### src/rtl/std_sram_singleport_ctrl.sv
// -----------------------------------------------------------------------------
// std_sram_singleport_ctrl
//
// Request/response front end for one single-port SRAM with a 1-cycle read
// latency. Accepted requests are turned into SRAM strobes in the same cycle.
// Read data comes back through a small response FIFO, so a stalled consumer
// never loses data.
//
// Handshakes: a transfer happens on a channel in every cycle where valid and
// ready are both high at the rising clock edge. req_ready never looks at
// req_valid. resp_valid/resp_rdata hold steady until they are consumed.
//
// Read credit: each accepted read takes one credit until its response is
// popped. The read is in flight for one cycle and then sits in the FIFO.
// req_ready is low while all RESP_DEPTH credits are in use, and this stalls
// writes as well as reads.
//
// Optional init sweep (macro STD_SRAM_SINGLEPORT_CTRL_INIT_EN): after reset
// the controller writes INIT_VALUE to every address, one per cycle, and only
// then raises init_done and starts taking requests.
//
// Ports:
//   clk, resetn            clock, synchronous active-low reset
//   req_valid/req_ready    request handshake
//   req_we/addr/wdata      request payload (1 = write)
//   resp_valid/resp_ready  response handshake
//   resp_rdata             read data, FIFO head
//   sram_en/we/addr/din    SRAM port strobes
//   sram_dout              SRAM read data, valid the cycle after a read strobe
//   init_done              controller is accepting requests
// -----------------------------------------------------------------------------
module std_sram_singleport_ctrl #(
  parameter int unsigned           ADDR_WIDTH = 8,
  parameter int unsigned           DATA_WIDTH = 32,
  parameter int unsigned           RESP_DEPTH = 2,
  parameter logic [DATA_WIDTH-1:0] INIT_VALUE = '0
) (
  input  logic                  clk,
  input  logic                  resetn,
  input  logic                  req_valid,
  output logic                  req_ready,
  input  logic                  req_we,
  input  logic [ADDR_WIDTH-1:0] req_addr,
  input  logic [DATA_WIDTH-1:0] req_wdata,
  output logic                  resp_valid,
  input  logic                  resp_ready,
  output logic [DATA_WIDTH-1:0] resp_rdata,
  output logic                  sram_en,
  output logic                  sram_we,
  output logic [ADDR_WIDTH-1:0] sram_addr,
  output logic [DATA_WIDTH-1:0] sram_din,
  input  logic [DATA_WIDTH-1:0] sram_dout,
  output logic                  init_done
);

  localparam int unsigned     CW       = $clog2(RESP_DEPTH + 1);
  localparam int unsigned     PW       = (RESP_DEPTH > 1) ? $clog2(RESP_DEPTH) : 1;
  localparam logic [CW:0]     CREDITS  = (CW+1)'(RESP_DEPTH);
  localparam logic [PW-1:0]   PTR_LAST = PW'(RESP_DEPTH - 1);

  logic                  run;
  logic                  fire;
  logic                  push;
  logic                  pop;
  logic                  inflight_q, inflight_d;
  logic [CW-1:0]         count_q, count_d;
  logic [PW-1:0]         wr_ptr_q, wr_ptr_d;
  logic [PW-1:0]         rd_ptr_q, rd_ptr_d;
  logic [DATA_WIDTH-1:0] mem_q [RESP_DEPTH];

`ifdef STD_SRAM_SINGLEPORT_CTRL_INIT_EN
  // Controller FSM; init_done is the visible copy of the state.
  typedef enum logic [0:0] {
    ST_INIT = 1'b0,
    ST_RUN  = 1'b1
  } state_e;

  state_e                state_q, state_d;
  logic [ADDR_WIDTH-1:0] sweep_q, sweep_d;
  logic                  sweep_wr;

  always_ff @(posedge clk) begin
    if (!resetn) begin
      state_q <= ST_INIT;
      sweep_q <= '0;
    end else begin
      state_q <= state_d;
      sweep_q <= sweep_d;
    end
  end

  always_comb begin
    state_d = state_q;
    sweep_d = sweep_q;
    if (state_q == ST_INIT) begin
      sweep_d = sweep_q + 1'b1;
      if (sweep_q == '1) begin
        state_d = ST_RUN;
      end
    end
  end

  // No sweep strobe while reset is still asserted, so the SRAM stays quiet
  // during a long reset and the sweep always starts cleanly at address 0.
  assign sweep_wr  = (state_q == ST_INIT) & resetn;
  assign run       = (state_q == ST_RUN);
  assign sram_en   = fire | sweep_wr;
  assign sram_we   = (fire & req_we) | sweep_wr;
  assign sram_addr = sweep_wr ? sweep_q : req_addr;
`else
  logic run_q;

  always_ff @(posedge clk) begin
    if (!resetn) begin
      run_q <= 1'b0;
    end else begin
      run_q <= 1'b1;
    end
  end

  assign run       = run_q;
  assign sram_en   = fire;
  assign sram_we   = fire & req_we;
  assign sram_addr = req_addr;
`endif

  assign init_done = run;

  // Credit = reads fired but not yet popped (in flight plus FIFO entries).
  assign req_ready  = run & (({1'b0, count_q} + (CW+1)'(inflight_q)) < CREDITS);
  assign fire       = req_valid & req_ready;

  // Outside a request write the data bus carries the init word. That word is
  // what the init sweep writes, and it is ignored on every other cycle.
  assign sram_din   = fire ? req_wdata : INIT_VALUE;

  // sram_dout is valid exactly one cycle after a read strobe.
  assign push       = inflight_q;
  assign resp_valid = (count_q != '0);
  assign pop        = resp_valid & resp_ready;
  assign resp_rdata = mem_q[rd_ptr_q];

  always_comb begin
    inflight_d = fire & ~req_we;
    wr_ptr_d   = wr_ptr_q;
    rd_ptr_d   = rd_ptr_q;
    count_d    = count_q;
    if (push) begin
      wr_ptr_d = (wr_ptr_q == PTR_LAST) ? '0 : wr_ptr_q + 1'b1;
    end
    if (pop) begin
      rd_ptr_d = (rd_ptr_q == PTR_LAST) ? '0 : rd_ptr_q + 1'b1;
    end
    if (push && !pop) begin
      count_d = count_q + 1'b1;
    end else if (!push && pop) begin
      count_d = count_q - 1'b1;
    end
  end

  always_ff @(posedge clk) begin
    if (!resetn) begin
      inflight_q <= 1'b0;
      count_q    <= '0;
      wr_ptr_q   <= '0;
      rd_ptr_q   <= '0;
    end else begin
      inflight_q <= inflight_d;
      count_q    <= count_d;
      wr_ptr_q   <= wr_ptr_d;
      rd_ptr_q   <= rd_ptr_d;
    end
  end

  // Storage has no reset; the entries are only read while count_q is non-zero.
  always_ff @(posedge clk) begin
    if (push) begin
      mem_q[wr_ptr_q] <= sram_dout;
    end
  end

`ifndef SYNTHESIS
  // The credit rule guarantees a free entry for every returning read.
  always_ff @(posedge clk) begin
    if (resetn && push) begin
      assert (count_q < CW'(RESP_DEPTH));
    end
  end
`endif

endmodule

### config.mk
export PLATFORM = sky130hd
export DESIGN_NAME = std_sram_singleport_ctrl
export DESIGN_NICKNAME = d
export VERILOG_FILES = /design/src/rtl/std_sram_singleport_ctrl.sv
export SDC_FILE = /design/constraint.sdc
export NUM_CORES = 1
export LEC_CHECK = 0
export CAP_MARGIN = 5
export CORE_MARGIN = 1
export CORE_UTILIZATION = 39
export DETAILED_ROUTE_END_ITERATION = 8
export PLACE_DENSITY = 0.76
export SLEW_MARGIN = 20
export SYNTH_ARGS = -nofsm -noshare
export SYNTH_HDL_FRONTEND = slang
export SYNTH_SLANG_ARGS = --single-unit
export TNS_END_PERCENT = 30
### constraint.sdc
create_clock -name clk -period 2.78 [get_ports clk]
set_input_delay 0.278 -clock clk [delete_from_list [all_inputs] [get_ports clk]]
set_output_delay 0.278 -clock clk [all_outputs]
set_load 0.005 [all_outputs]
==> metrics.md <==
| Metric | Value |
|---|---|
| Result of the run | `finished, final reports clean` |
| Most used DFF post-synth | `edfxtp_1` |
| Total track usage | `~16%` |
| Clock tree from TritonCTS | `done` |
| Worst Hold Slack | `522 ps` |
| Critical-path top delay cell | `clkdlybuf4s50_1` |
| Number of design rule violations left after detail routing | `0` |
| Max FO, Critical Path | `35` |
| Maxcap violations | `0` |
| Site Rows | `31` |
| Count of port buffers added during placement | `137` |
| ANT nets after route | `0` |
| Post-synthesis sequential area ratio | `between 70% and 80%` |
| Number of hold-repair buffers added at the cts stage | `0` |
| Critical-path cell list | `a2111oi_4, buf_4, and2_1, clkdlybuf4s50_1` |
| Post-Place Cells | `approximately 400` |
| Final Cycle Share | `a little under nine tenths` |
| Design Power | `around 2700 uW` |
| Share of Yosys cell area claimed by the top area cell type | `about two thirds` |
| Library cell occupying the most area in the post-synthesis netlist | `edfxtp_1` |
| Type of origin of the critical path | `flop` |
| Worst flop-to-flop path endpoint | `count_q[1]$_SDFFE_PN0P_` |
| Number of slew-limit violations in the final report | `0` |
| Synth area leaders | `edfxtp_1 (66%), mux2_2 (12%), and2_1 (5.1%), dfxtp_1 (4.8%), and2_2 (3.3%)` |
| Clock latency of the later-clocked register in the worst-skew pair | `between 300 and 400 ps` |
| Leftover overflow at the end of global routing | `0` |
| Core Region | `7250 sq um` |
| Floorplan die area | `7850 sq um` |
| Proportion of layout cells with a drive suffix above 1 | `20.1%` |
| Net count, final | `between 300 and 400` |
| Number of H-tree branching levels | `3` |
| Buffer and inverter count on the worst path | `2` |
| Detailed placement HPWL | `4510 um` |
| Startpoint of the lowest-slack register-to-register path | `count_q[0]$_SDFFE_PN0P_` |
| Router iterations before antenna repair | `4` |
| Clock sink total | `71` |
| Initial Util | `around two fifths` |
| Post-Synthesis Cells | `roughly 170` |
| First-pass GRT wire length | `between 8000 and 9000 um` |
| Placer congestion estimate | `slightly below 0.9` |
| Commonest cells post-synth | `edfxtp_1 (64), mux2_2 (30), and2_1 (24), and2_2 (13), buf_4 (8)` |
| Post-Route WL | `a little over 6000 um` |
| Worst Hold Path Cells | `1` |
| Number of post-CTS setup repair buffers | `0` |
| Reported leakage power | `between 0.0015 and 0.002 uW` |
| Post-synth net total | `250` |
| Setup Viol. Count Final | `0` |
| Antenna violations before repair | `0` |
| Number of enable flip-flop cells after synthesis | `64` |
| Synthesized flop and latch total | `between 70 and 80` |
| Number of gates resized after CTS | `0` |
| Area Growth Syn to Fin | `54.7%` |
| Wirelength per Cell | `14.9 um` |
| Dominant cell by count in the synthesized netlist | `edfxtp_1` |
| Number of synthesis warnings | `0` |
| Peak ir drop on the vdd network | `roughly 0.00022 V` |
| Post-route non-filler standard cell count | `412` |
| Measured slew at the worst slew-check pin | `~560 ps` |
| Maximum achievable frequency | `422 MHz` |
| Total CTS buffers | `9` |
| Logic depth of the worst register-to-register path | `4` |
| Power density over the cells | `between 500 and 600 nW/um^2` |
| Root Driver | `clkbuf_8` |
| Distinct cells, synth | `23` |
| Longest Clk Path Bufs | `2` |
| Critical path type | `flop to output pin` |
| Unrepaired setup endpoints after global routing | `false` |
| Vias after detailed routing | `1854` |
| Hold/Removal Path Class | `input port to flop` |
| Die span in x | `roughly 89 um` |
| Post-synthesis average cell area | `approximately 17 sq um` |
| IO Count | `about 150` |
| Critical path arrival | `about 2100 ps` |
| Setup_tns | `0 ps` |
| Kind of end point of the critical path | `output pin` |
| End point of the most critical hold path | `mem_q[1][19]$_DFFE_PP_` |
| Reg-to-reg setup timing slack | `~1000 ps` |
| Longest individual stage delay on the worst path | `roughly 520 ps` |
| Final Hold Violating Endpoints | `0` |
| Cell class contributing the biggest share of worst-path delay | `buffers and inverters` |
| Min-Delay Startpoint | `sram_dout[19]` |
| Antenna diode count | `0` |
| Post-detailed-route via-to-cell ratio | `4.50` |
| Worst path required time | `approximately 2500 ps` |
| Final setup skew | `around 9.4 ps` |
| Share of synthesized registers carrying an async set or reset | `0%` |
| Max transition margin | `62.6%` |
| Post-synthesis cell area | `about 2900 sq um` |
| Clock period minus final worst setup slack | `~2400 ps` |
| Clock transition time at the flip-flop clock pins of the worst setup and hold paths | `70 ps` |
| Number of global-route vias before repair | `1876` |
| 1st-iter DRT viols | `between 40 and 50` |
| Pin count of the biggest net entering global routing | `36` |
| Die outline height | `about 89 um` |
## flip-flops by register name, summed over array words and instances (netlist names), named ones only
name / flops
rd_ptr_q: 1
wr_ptr_q: 1
inflight_q: 1
mem_q: 64
count_q: 2
init_done: 1
## layout make-up
type,count,area (sq um)
clock buffer,10,128
clock inverter,5,26.3
fill,578,2730
inverter,2,7.51
multi-input combinational,84,749
sequential,71,2060
tap,99,124
timing repair buffer,141,1430
## report_power, final
group	total, uW	leakage [uW]	internal, uW	switching (uW)
combinational	748	0.000842	518	230
sequential	1250	0.000635	1200	48.5
clock	658	0.0000810	311	346
total	2660	0.00156	2030	625
## stage by stage
stage                     setup slack, ps  cell area, sq um  utilization, %
final                                 409              4520            62.4
after detailed placement              412              4370            60.2
after global routing                  243              4520            62.4
after floorplan                       416              2920               -
after global placement                459              4370            60.2
after CTS                             366              4520            62.4
## cells by family after synthesis
family	after synthesis	synth area share (%)
and+or+nand+nor	42	9.67
adders and majority gates	1	0.428
AOI/OAI and AO/OA	6	2.05
muxes	32	12.3
DFF	71	70.5
xor gates and xnor gates	3	0.899
buffers and inverters	17	4.11
## cells in the final DEF (no fill, tap or decap), drive strengths merged
cell type and instances:
buf 4, or3 1, clkinv 5, dfxtp 7
clkbuf 10, xor2 1, o21ai 2, and2 37
edfxtp 64, and3b 1, o21a 1, a21boi 1
a2111oi 1, inv 2, xnor2 2, or2 1
nor2b 2, a211oi 1, mux2 32, clkdlybuf4s50 137
ha 1
## layer usage
metal	up-vias	global-route usage, %	share of wire (%)
met5	-	0	0
met4	0	7.33	1.4
met3	14	5.97	9.3
met2	100	29.6	54
met1	851	14.8	35
li1	889	-	-
## worst max-delay path by stage
stage | cells after the start | slack, ps | to | start
finish | 4 | 410 | sram_din[3] | count_q[0]$_SDFFE_PN0P_
global placement | 6 | 460 | sram_din[3] | req_valid
global route | 4 | 240 | sram_din[3] | count_q[0]$_SDFFE_PN0P_
CTS | 4 | 370 | sram_din[3] | count_q[0]$_SDFFE_PN0P_
floorplan | 1 | 420 | mem_q[0][0]$_DFFE_PP_ | inflight_q$_SDFF_PN0_
detailed placement | 6 | 410 | sram_din[3] | req_valid
No activity file was read; power rests on OpenSTA's default activity.
